$ cat src/rtl/aes_spi_master.sv
// -----------------------------------------------------------------------------
// aes_spi_master
//   Host-side SPI master for the AES decryption core's SPI slave port.
//   A transaction shifts {cyphertext, key} out on mosi MSB first while load is
//   high. It then waits for the core's done flag and clocks the 128-bit
//   plaintext back in on miso. sclk is derived from clk by division. Each bit
//   period is CLKDIV cycles low followed by CLKDIV cycles high.
//
// Ports
//   clk         system clock
//   reset       asynchronous active-high reset
//   start       single-cycle request, accepted only when idle
//   key         K-bit decryption key, sampled on accepted start
//   cyphertext  128-bit block, sampled on accepted start
//   plaintext   last received block, held until the next valid
//   valid       one-cycle pulse, plaintext updated
//   error       one-cycle pulse, done never arrived within TIMEOUT cycles
//   busy        high from the cycle after start until the cycle after valid/error
//   sclk        SPI clock, idle low
//   mosi        serial data to the core
//   load        high for the whole shift-in phase
//   done        asynchronous completion flag from the core
//   miso        serial data from the core
// -----------------------------------------------------------------------------
module aes_spi_master #(
  parameter int K       = 128,
  parameter int CLKDIV  = 4,
  parameter int TIMEOUT = 65536
) (
  input  logic           clk,
  input  logic           reset,
  input  logic           start,
  input  logic [K-1:0]   key,
  input  logic [127:0]   cyphertext,
  output logic [127:0]   plaintext,
  output logic           valid,
  output logic           error,
  output logic           busy,
  output logic           sclk,
  output logic           mosi,
  output logic           load,
  input  logic           done,
  input  logic           miso
);

  localparam int N  = K + 128;
  localparam int BW = $clog2(K + 129);
  localparam int HW = $clog2(CLKDIV);
  localparam int WW = $clog2(TIMEOUT + 1);

  localparam logic [BW-1:0] LAST_TX_BIT = BW'(N - 1);
  localparam logic [BW-1:0] LAST_RX_BIT = BW'(127);
  localparam logic [HW-1:0] HALF_MAX    = HW'(CLKDIV - 1);
  localparam logic [WW-1:0] WAIT_MAX    = WW'(TIMEOUT - 1);

  typedef enum logic [1:0] {IDLE, SHIFT_IN, WAIT_DONE, SHIFT_OUT} state_t;

  state_t          state;
  logic [N-1:0]    tx;        // bits still to send, next bit at the MSB
  logic [127:0]    rx;
  logic [BW-1:0]   bit_cnt;
  logic [HW-1:0]   half_cnt;
  logic [WW-1:0]   wait_cnt;
  logic            done_meta;
  logic            done_sync;
  logic            half_end;

  assign half_end = (half_cnt == HALF_MAX);

  // done comes from another clock domain, so it is only looked at after two flops.
  always_ff @(posedge clk or posedge reset) begin
    if (reset) begin
      done_meta <= 1'b0;
      done_sync <= 1'b0;
    end else begin
      done_meta <= done;
      done_sync <= done_meta;
    end
  end

  // NOTE: every state element, including the wide tx/rx shift registers, uses
  // non-blocking assignments and is cleared by reset. This keeps plaintext
  // deterministic after an aborted transfer.
  always_ff @(posedge clk or posedge reset) begin
    if (reset) begin
      state     <= IDLE;
      tx        <= '0;
      rx        <= '0;
      bit_cnt   <= '0;
      half_cnt  <= '0;
      wait_cnt  <= '0;
      plaintext <= '0;
      valid     <= 1'b0;
      error     <= 1'b0;
      busy      <= 1'b0;
      sclk      <= 1'b0;
      mosi      <= 1'b0;
      load      <= 1'b0;
    end else begin
      valid <= 1'b0;
      error <= 1'b0;
      case (state)
        IDLE: begin
          busy <= 1'b0;
          sclk <= 1'b0;
          mosi <= 1'b0;
          load <= 1'b0;
          if (start) begin
            // Bit 0 goes straight onto mosi, and tx keeps the remaining bits.
            mosi     <= cyphertext[127];
            tx       <= {cyphertext[126:0], key, 1'b0};
            load     <= 1'b1;
            busy     <= 1'b1;
            half_cnt <= '0;
            bit_cnt  <= '0;
            state    <= SHIFT_IN;
          end
        end

        SHIFT_IN: begin
          half_cnt <= half_end ? '0 : half_cnt + 1'b1;
          if (half_end) begin
            if (!sclk) begin
              sclk <= 1'b1;
            end else begin
              // Falling edge: mosi only ever changes here, which gives a full
              // low phase of setup before the next rise.
              sclk <= 1'b0;
              if (bit_cnt == LAST_TX_BIT) begin
                load     <= 1'b0;
                mosi     <= 1'b0;
                wait_cnt <= '0;
                state    <= WAIT_DONE;
              end else begin
                bit_cnt <= bit_cnt + 1'b1;
                mosi    <= tx[N-1];
                tx      <= {tx[N-2:0], 1'b0};
              end
            end
          end
        end

        WAIT_DONE: begin
          // done is tested before the timeout, so done wins a tie.
          if (done_sync) begin
            half_cnt <= '0;
            bit_cnt  <= '0;
            state    <= SHIFT_OUT;
          end else if (wait_cnt == WAIT_MAX) begin
            error <= 1'b1;
            state <= IDLE;
          end else begin
            wait_cnt <= wait_cnt + 1'b1;
          end
        end

        SHIFT_OUT: begin
          half_cnt <= half_end ? '0 : half_cnt + 1'b1;
          if (half_end) begin
            if (!sclk) begin
              // Sample at the end of the low phase. The slave changed miso on
              // the previous fall, or it is showing bit 127 since done rose.
              sclk <= 1'b1;
              rx   <= {rx[126:0], miso};
            end else begin
              sclk <= 1'b0;
              if (bit_cnt == LAST_RX_BIT) begin
                plaintext <= rx;
                valid     <= 1'b1;
                state     <= IDLE;
              end else begin
                bit_cnt <= bit_cnt + 1'b1;
              end
            end
          end
        end

        default: state <= IDLE;
      endcase
    end
  end

endmodule

$ cat config.mk
export PLATFORM = sky130hd
export DESIGN_NAME = aes_spi_master
export DESIGN_NICKNAME = d
export VERILOG_FILES = /design/src/rtl/aes_spi_master.sv
export SDC_FILE = /design/constraint.sdc
export NUM_CORES = 1
export LEC_CHECK = 0
export ABC_AREA = 1
export BUFFER_PORTS_ARGS = -buffer_cell sky130_fd_sc_hd__buf_2
export CAP_MARGIN = 20
export CORE_MARGIN = 2
export CORE_UTILIZATION = 55
export CTS_CLUSTER_DIAMETER = 80
export DETAILED_ROUTE_END_ITERATION = 10
export PLACE_DENSITY = 0.86
export SYNTH_ARGS = -nofsm -noshare
export SYNTH_HDL_FRONTEND = slang
export SYNTH_SLANG_ARGS = --single-unit
$ cat constraint.sdc
create_clock -name clk -period 21.3 [get_ports clk]
set_input_delay 3.195 -clock clk [delete_from_list [all_inputs] [get_ports clk]]
set_output_delay 3.195 -clock clk [all_outputs]
set_load 0.01 [all_outputs]
### Word-level counts from Yosys, hierarchy flattened

Cells that the tools add are included.

* register bits after elaboration: 550
* input port bits: 261
* output and inout bits: 134
* word-level logic and storage cells: 109

* add/subtract/negate cells: 3
* equal/unequal tests: 21
* muxes and demuxes: 54
* bitwise logic cells: 1
* reduce and logical (&&, ||, !) cells: 15

Operators by type and width (count)
* $mux W256: 4
* $pmux W256 S2: 1
* $mux W17: 5
* $mux W9: 8
* $pmux W9 S4: 1
* $pmux W17 S2: 1
* $mux W2: 12
* $ne A2 B2 Y1 const B: 12
* $add A17 B1 Y17 const B: 1
* $eq A17 B16 Y1 const B: 1
* $mux W1: 17
* $reduce_and A8 Y1: 2
* $add A9 B1 Y9 const B: 1
* $eq A9 B7 Y1 const B: 1
* $eq A9 B8 Y1 const B: 1
* $pmux W2 S4: 1
* $reduce_and A4 Y1: 2
* $eq A2 B2 Y1 const B: 3
* $pmux W1 S2: 3
* $pmux W2 S3: 1
* $reduce_and A3 Y1: 2
* $reduce_and A6 Y1: 1
* $reduce_bool A2 Y1: 3
* $reduce_and A5 Y1: 1
* 8 further kinds: 9

### Depth between registers and ports, before layout

Gate-level depths: netlist of run 1.

* word-level depth: 5
* mapped depth: 15
* gate-level depth less buffers: 15

### Least setup slack after synthesis of run 1

OpenSTA, ideal clock, no wires.

* path type: input -> register
* start: input port start
* end: register tx[216]
* setup time: 130 ps
* arrival: 4040 ps
* required time: 21170 ps
* slack: 17129 ps
* cell stages on the path: 7
* buffers on the path: 2
* cell sequence: inv_1 -> nand2_1 -> nand2_1 -> nor2_2 -> buf_4 -> clkbuf_1 -> o21ai_1

* word-level cells in the longest chain between the ends: 2

Ends and longest elaborated chain
* from (decl): line 32 `input logic start,`
* $ne A2 B2 Y1 (no line)
* $reduce_and A5 Y1 (no line)
* to (signal assigned): line 111 `tx <= {cyphertext[126:0], key, 1'b0};`
* to (signal assigned): line 137 `tx <= {tx[N-2:0], 1'b0};`
* to (decl): line 59 `logic [N-1:0] tx;`

No other way between the ends.
A chain may end at the register's enable or synchronous reset.

### Worst setup path after layout of run 1

* start: input port start
* end: register tx[135]

Same word-level chain as after synthesis.

==> flow_summary_export.csv, run 1 <==
group,metric,value,unit
critical_path,reg2reg_depth,13,
critical_path,cpMostUsedCell,"nand2_1",
pwr,p_comb_frac,0.269,
cts,cts_setup_buffers,0,
sta,drv_slew,0,
placement,portBuffers,394,
critical_path,r2r_end,"wait_cnt[10]",
routing,routed_wl,54800,um
grt,grt_max_degree,299,
routing,wl_met2,26100,um
sta,worstMarginPinSlew,1170,ps
critical_path,crit_fanout,298,
routing,avgRoutedWirePerCell,15.3,um
routing,dr.pass1.iters,7,
sta,slew_headroom,0.221,
floorplan,die_h,211,um
pwr,p_clk_frac,0.283,
logic_synthesis,synth_seq_area_share,0.581,
pwr,peakVddDrop,0.123,mV
grt,grt_pass1_wl,89100,um
min_path,hold-path-endpoint,"done_sync",
sta,rsz0062_at_grt,"false",
placement,gp_congestion,0.862,
grt,overflow,0,
routing,num_vias,19200,
sta,period_share,0.244,
status,status,"complete, no violations",
logic_synthesis,yosys_warnings,0,
pwr,internal-power,2.32,mW
pwr,power_leakage,14.1,nW
routing,via_per_inst,5.35,
pwr,p_sw_frac,0.344,
pwr,seq_power_share,0.448,
sta,max_clock_freq,192,MHz
sta,fin_skew,22.0,ps
critical_path,crit_path_start,"start",
routing,drt-met1-wl,23000,um
grt,grt_pass1_vias,18400,
sta,hold-worst-slack,361,ps
grt,grt_use_total,0.245,
placement,dp_hpwl,35400,um
cts,post_cts_resized,0,
pwr,p_sw,1.22,mW
cts,clock_latency,600,ps
pwr,power.density,128,nW/um^2
routing,wl_met3,4070,um
critical_path,worstReg2RegStart,"wait_cnt[0]",
floorplan,design.die.area,44700,um^2
final_layout,multi_input_area,7800,um^2
logic_synthesis,syn-num-nets,2968,
cts,cts_tree,"yes",
placement,dp.cells,3475,
critical_path,crit_path_end_kind,"flop",
routing,drt_iter0_drc,1631,
final_layout,fin_cells,3593,
cts,hold_buffers,0,
critical_path,slowest_delay,690,ps
critical_path,r2r_slack,17660,ps
logic_synthesis,synth_cells,2702,
pwr,p_total,3.54,mW
routing,highest-signal-layer,"met5",
min_path,min-delay-start,"done_meta",
logic_synthesis,syn_area_per_cell,8.75,um^2
critical_path,crit_required,21790,ps
final_layout,syn_to_final_growth,16.9,%
floorplan,rows,75,
min_path,whs_path_depth,0,
cts,clock_sinks,549,
final_layout,fillers,3266,
floorplan,core,42200,um^2
critical_path,cp_cell_sequence,"buf_2 > inv_1 > nand2_1 > nand2_1 > nor2_4 > buf_4 > buf_12 > o211ai_1 > o21ai_0",
logic_synthesis,ys_ff_latch,549,
sta,fin_crit,5200,ps
cts,cts_inserted_buffers,55,
logic_synthesis,yosysUniqueCellTypes,32,
logic_synthesis,syn_area,23600,um^2
critical_path,critPathArrivalTime,5690,ps
floorplan,num_io_pins,395,
sta,setup_viol,0,
min_path,hp-class,"reg -> reg",
cts,cts_buffer_depth,3,
floorplan,die_w,211,um
final_layout,drive_above_1_share,0.166,
final_layout,nNetsFinal,3260,
final_layout,register_area,13700,um^2
critical_path,path_class,"in -> reg",
sta,fin_setup_tns,0,ps
grt,antenna_found_initial,27,
floorplan,start_util,0.560,
cts,clock-root-buffer,"clkbuf_16",
cts,h-tree-depth,2,
cts,path_clk_slew,60,ps
run,cap_violations,0,
sta,hold_viol_final,0,
critical_path,slowest_stage,"buf_4",
critical_path,critPathLaunchType,"primary input",
routing,drc_errors,0,
routing,ant_nets,0,
-- sequential cells by signal (all words and copies together) (netlist names) --
| register | flops |
|---|---|
| rx | 128 |
| busy | 1 |
| bit_cnt | 9 |
| mosi | 1 |
| valid | 1 |
| error | 1 |
| done_sync | 1 |
| sclk | 1 |
| load | 1 |
| half_cnt | 2 |
| plaintext | 128 |
| state | 2 |
| done_meta | 1 |
| wait_cnt | 17 |
| tx | 255 |
-- placed cells by master, fill, tap and decap left out, drive strengths merged, types with 3 or more instances in the layout --
cell	count
ha	5
nor2	97
clkbuf	84
dfrtp	549
bufinv	6
a21oi	68
inv	349
diode	14
nor3	3
o21ai	339
buf	407
xor2	5
clkinv	15
nand4	13
nand2	809
nand3	22
nor3b	3
o211ai	254
-- kinds of logic (layout without fill, tap and decap cells) --
| logic type | Yosys count | in the layout | share of synthesized area |
|---|---|---|---|
| xor gates and xnor gates | 6 | 6 | 0.00222 |
| other | 0 | 14 | 0 |
| buffers and inverters | 523 | 861 | 0.0892 |
| and+or+nand+nor | 952 | 952 | 0.156 |
| AOI/OAI and AO/OA | 667 | 667 | 0.169 |
| DFF | 549 | 549 | 0.581 |
| adders and majority gates | 5 | 5 | 0.00265 |
-- synthesized netlist by cell type --
library cell / instances / area, um^2
nor3_1: 3 / 15.0
buf_1: 24 / 90.1
inv_2: 1 / 3.75
ha_1: 5 / 62.6
nor3b_1: 3 / 22.5
nor2_1: 91 / 342
a21oi_1: 68 / 340
nand3_1: 22 / 110
a22o_1: 1 / 8.76
o21a_1: 1 / 7.51
nand3b_1: 1 / 7.51
buf_2: 66 / 330
inv_1: 349 / 1310
o211ai_1: 254 / 1910
buf_4: 17 / 128
o21ai_1: 38 / 190
xor2_1: 5 / 43.8
xnor2_1: 1 / 8.76
clkinv_1: 1 / 3.75
nor4b_1: 1 / 8.76
o21ai_0: 301 / 1510
and2_1: 1 / 6.26
nor2_2: 6 / 37.5
nand2_1: 809 / 3040
o31ai_1: 2 / 15.0
nand4_2: 1 / 12.5
or2_2: 2 / 12.5
dfrtp_1: 549 / 13700
a21o_1: 1 / 7.51
clkbuf_1: 65 / 244
nand4_1: 12 / 75.1
a31oi_1: 1 / 6.26
-- critical path, delay by kind of cell --
kind                   cells  cell delay [ps]
buffers and inverters      4             1460
AO/OA/AOI/OAI              2              390
AND/OR/NAND/NOR            3              300
-- layer usage --
| layer | vias to the layer above | GRT usage |
|---|---|---|
| li1 | 9326 | - |
| met1 | 9136 | 0.319 |
| met2 | 602 | 0.396 |
| met3 | 121 | 0.0688 |
| met4 | 28 | 0.0833 |
| met5 | - | 0 |
-- worst max path at each step --
stage / to / slack, ps / cells after the start
after detailed placement: tx[99] / 15640 / 9
after CTS: tx[135] / 16260 / 9
final: tx[135] / 16100 / 9
after global routing: tx[13] / 15920 / 9
after global placement: tx[243] / 15720 / 4
after floorplan: bit_cnt[0] / 2760 / 1
-- layout make-up --
type | instances | area share
flip-flops and latches | 549 | 0.497
multi-input cells | 1630 | 0.283
repair buffers | 407 | 0.0779
clock buffers | 84 | 0.0581
inverters | 351 | 0.0480
well taps | 539 | 0.0244
clock inverters | 19 | 0.0105
diodes | 14 | 0.00127
-- power by group through the flow --
stage	Combinational, mW	Clock (mW)	Sequential (mW)
floorplan	0.757	0	1.55
global placement	0.863	0	1.58
detailed placement	0.931	0	1.60
CTS	0.948	1.02	1.58
global route	1.11	1.06	1.62
finish	0.951	1.00	1.59
-- per-stage QoR --
stage | utilization | setup slack, ps | instance area (um^2)
detailed placement | 0.608 | 15640 | 25700
finish | 0.654 | 16100 | 27600
floorplan | - | 2760 | 23600
global placement | 0.608 | 15720 | 25700
CTS | 0.653 | 16260 | 27600
global route | 0.654 | 15920 | 27600
Power figures use the tool's default switching activity.
==> inputs of run 2 (changes only) <==
--- a/config.mk
+++ b/config.mk
@@ -5,14 +5,14 @@
 export SDC_FILE = /design/constraint.sdc
 export NUM_CORES = 1
 export LEC_CHECK = 0
-export ABC_AREA = 1
+export ABC_AREA = 0
 export BUFFER_PORTS_ARGS = -buffer_cell sky130_fd_sc_hd__buf_2
 export CAP_MARGIN = 20
 export CORE_MARGIN = 2
 export CORE_UTILIZATION = 55
 export CTS_CLUSTER_DIAMETER = 80
 export DETAILED_ROUTE_END_ITERATION = 10
-export PLACE_DENSITY = 0.86
+export PLACE_DENSITY = 0.87
 export SYNTH_ARGS = -nofsm -noshare
 export SYNTH_HDL_FRONTEND = slang
 export SYNTH_SLANG_ARGS = --single-unit
==> constraint.sdc (replaced) <==
create_clock -name clk -period 5.2 [get_ports clk]
set_input_delay 0.78 -clock clk [delete_from_list [all_inputs] [get_ports clk]]
set_output_delay 0.78 -clock clk [all_outputs]
set_load 0.01 [all_outputs]
==> run 2 against run 1 <==
  * Clock skew barely moved
  * Largest cell class unchanged
  * Global-route usage rose by 0.10 points
  * Critical path depth did not move
  * Sequential power rose to 3.3 times the previous value
  * Synthesized cell count fell by 21%
  * Die area fell by 3.7%
  * Hold slack got worse by 290 ps
  * Combinational power rose by 21%
  * Count of clock-buffer cells in the layout did not move
==> flow_summary_export.csv, run 2 <==
group,metric,value,unit
logic_synthesis,synth-compound-area-share,0.0853,
cts,cts_buffer_depth,3,
logic_synthesis,syn_area_per_cell,10.6,um^2
critical_path,path_class,"reg -> reg",
logic_synthesis,synth_top_family_by_area,"simple AND/OR/NAND/NOR gates",
placement,dp_hpwl,34300,um
floorplan,core,40800,um^2
min_path,hp-class,"in -> async",
critical_path,crit_required,5720,ps
sta,hold_viol_final,0,
floorplan,rows,74,
cts,cts_setup_buffers,0,
run,cap_violations,0,
cts,clock_latency,610,ps
logic_synthesis,synth_seq_area_share,0.604,
final_layout,final_core_util,0.668,
placement,gp_congestion,0.869,
cts,post_cts_resized,0,
routing,ant_nets,0,
routing,avgRoutedWirePerCell,17.5,um
routing,num_vias,17200,
cts,clock-root-buffer,"clkbuf_16",
final_layout,register_area,13700,um^2
sta,slew_headroom,0.155,
cts,cts_inserted_buffers,57,
critical_path,r2r_slack,1700,ps
sta,rsz0062_at_grt,"false",
logic_synthesis,synth-async-reset-ratio,1.00,
pwr,peakVddDrop,0.285,mV
floorplan,design.die.area,43000,um^2
logic_synthesis,yosys.area.top_type,"dfrtp_1",
routing,routed_wl,53800,um
cts,clock_sinks,549,
logic_synthesis,synth.area.top_cells,"dfrtp_1 60%, mux2_2 13%, nand2_1 8.7%, a31oi_1 7.1%, nor2_1 4.4%",
routing,drc_errors,0,
logic_synthesis,synthSimpleGateAreaFrac,0.149,
critical_path,slowest_delay,900,ps
sta,fin_setup_tns,0,ps
critical_path,cp_num_buf_inv,1,
grt,grt_use_total,0.246,
logic_synthesis,yosys.area.top_type_share,0.604,
logic_synthesis,yosys_warnings,0,
floorplan,num_io_pins,395,
final_layout,final_cell_mix,"549 x dfrtp_1, 529 x nand2_1, 394 x buf_2",
critical_path,critPathArrivalTime,4020,ps
grt,grt_pass1_vias,17100,
critical_path,reg2reg_depth,9,
floorplan,die_w,207,um
critical_path,path_delay_family,"compound AO/OA/AOI/OAI gates",
routing,via_per_inst,5.61,
critical_path,cp_cell_sequence,"ha_1 > and4_1 > and4_1 > ha_1 > nand4b_1 > a21oi_4 > buf_4 > nor2_1 > a31oi_1",
critical_path,crit_fanout,51,
critical_path,worstReg2RegStart,"bit_cnt[0]",
logic_synthesis,yosysMostFrequentCell,"dfrtp_1",
floorplan,start_util,0.557,
final_layout,multi_input_area,8380,um^2
final_layout,largest_reg_flops,255,
grt,grt_pass1_wl,87000,um
grt,grt_max_degree,258,
cts,cts_tree,"yes",
sta,worstMarginPinSlew,1270,ps
sta,fin_skew,22.0,ps
logic_synthesis,synthTopCellsByCount,"549 x dfrtp_1, 529 x nand2_1, 268 x nor2_1",
routing,drt_iter0_drc,1675,
placement,portBuffers,394,
logic_synthesis,yosysUniqueCellTypes,46,
routing,dr.pass1.iters,9,
critical_path,r2r_end,"tx[231]",
critical_path,crit_path_end_kind,"flop",
sta,period_share,0.673,
grt,overflow,0,
cts,h-tree-depth,2,
status,status,"complete, no violations",
final_layout,reg_top3,"tx: 255 flops, plaintext: 128 flops, rx: 128 flops",
critical_path,critPathLaunchType,"flop",
logic_synthesis,yosys.area_share.xor_xnor,0.00269,
sta,fin_crit,3500,ps
final_layout,mostFrequentLayoutCell,"dfrtp_1",
final_layout,fillers,2872,
grt,antenna_found_initial,24,
sta,max_clock_freq,286,MHz
logic_synthesis,syn_area,22800,um^2
cts,hold_buffers,0,
logic_synthesis,muxShareOfSynthArea,0.127,
logic_synthesis,synth_cells,2147,
logic_synthesis,ys_ff_latch,549,
final_layout,nNetsFinal,2737,
floorplan,die_h,207,um
pwr,power_leakage,13.8,nW
final_layout,top_register,"tx",
final_layout,syn_to_final_growth,19.8,%
final_layout,drive_above_1_share,0.310,
cts,path_clk_slew,60,ps
critical_path,slowest_stage,"a21oi_4",
pwr,power.density,391,nW/um^2
logic_synthesis,syn-num-nets,2413,
logic_synthesis,synth_edf_count,0,
sta,setup_viol,0,
logic_synthesis,synthFlopType,"dfrtp_1",
logic_synthesis,synthAdderAreaFrac,0.00275,
sta,drv_slew,0,
-- run 2: metal layers --
| metal | GRT usage | part of all wire | vias to the layer above |
|---|---|---|---|
| met2 | 0.406 | 0.49 | 578 |
| met1 | 0.305 | 0.40 | 8461 |
| met5 | 0 | 0.00063 | - |
| li1 | - | - | 8002 |
| met4 | 0.130 | 0.045 | 6 |
| met3 | 0.0516 | 0.061 | 174 |
-- run 2: cell type report --
type,instances,area share
clock inverters,21,0.0122
multi-input cells,1435,0.307
inverters,9,0.00138
diodes,21,0.00193
repair buffers,419,0.0861
clock buffers,84,0.0627
well taps,532,0.0244
flip-flops and latches,549,0.504
-- run 2: power by group --
part / internal, mW / total, mW / switching (mW)
Sequential: 4.83 / 5.17 / 0.341
Clock: 2.59 / 4.33 / 1.74
Combinational: 0.513 / 1.15 / 0.640
Total: 7.93 / 10.6 / 2.72
-- run 2: cell families (layout without fill, tap and decap cells) --
| logic type | Yosys count | count (layout) |
|---|---|---|
| adder cells (fa/ha/maj) | 5 | 5 |
| flip-flops | 549 | 549 |
| buffers and inverters | 163 | 533 |
| XOR/XNOR | 7 | 7 |
| AND/OR/NAND/NOR | 855 | 855 |
| AO/OA/AOI/OAI | 311 | 311 |
| multiplexers | 257 | 257 |
| other | 0 | 21 |
-- run 2: per-stage QoR --
| stage | cell area [um^2] | power, mW | hold WS, ps | worst slack, ps | std cells |
|---|---|---|---|---|---|
| finish | 27300 | 10.6 | 67.1 | 1700 | 3070 |
| global route | 27300 | 11.1 | 55.5 | 1470 | 3069 |
| CTS | 27200 | 10.7 | 238 | 1720 | 3047 |
| detailed placement | 25100 | 6.37 | 350 | 1790 | 2942 |
| global placement | 25100 | 6.26 | 340 | 1970 | 2942 |
| floorplan | 22800 | 5.99 | 331 | -3050 | 2147 |
-- run 2: worst max path at each step --
| stage | startpoint | end | slack [ps] | cells after the start |
|---|---|---|---|---|
| after detailed placement | bit_cnt[0] | tx[233] | 1790 | 9 |
| final | bit_cnt[0] | tx[231] | 1700 | 9 |
| after CTS | bit_cnt[0] | tx[231] | 1720 | 9 |
| after global placement | bit_cnt[0] | tx[36] | 1970 | 9 |
| after global routing | bit_cnt[0] | tx[231] | 1470 | 9 |
| after floorplan | reset | bit_cnt[0] | -3050 | 1 |
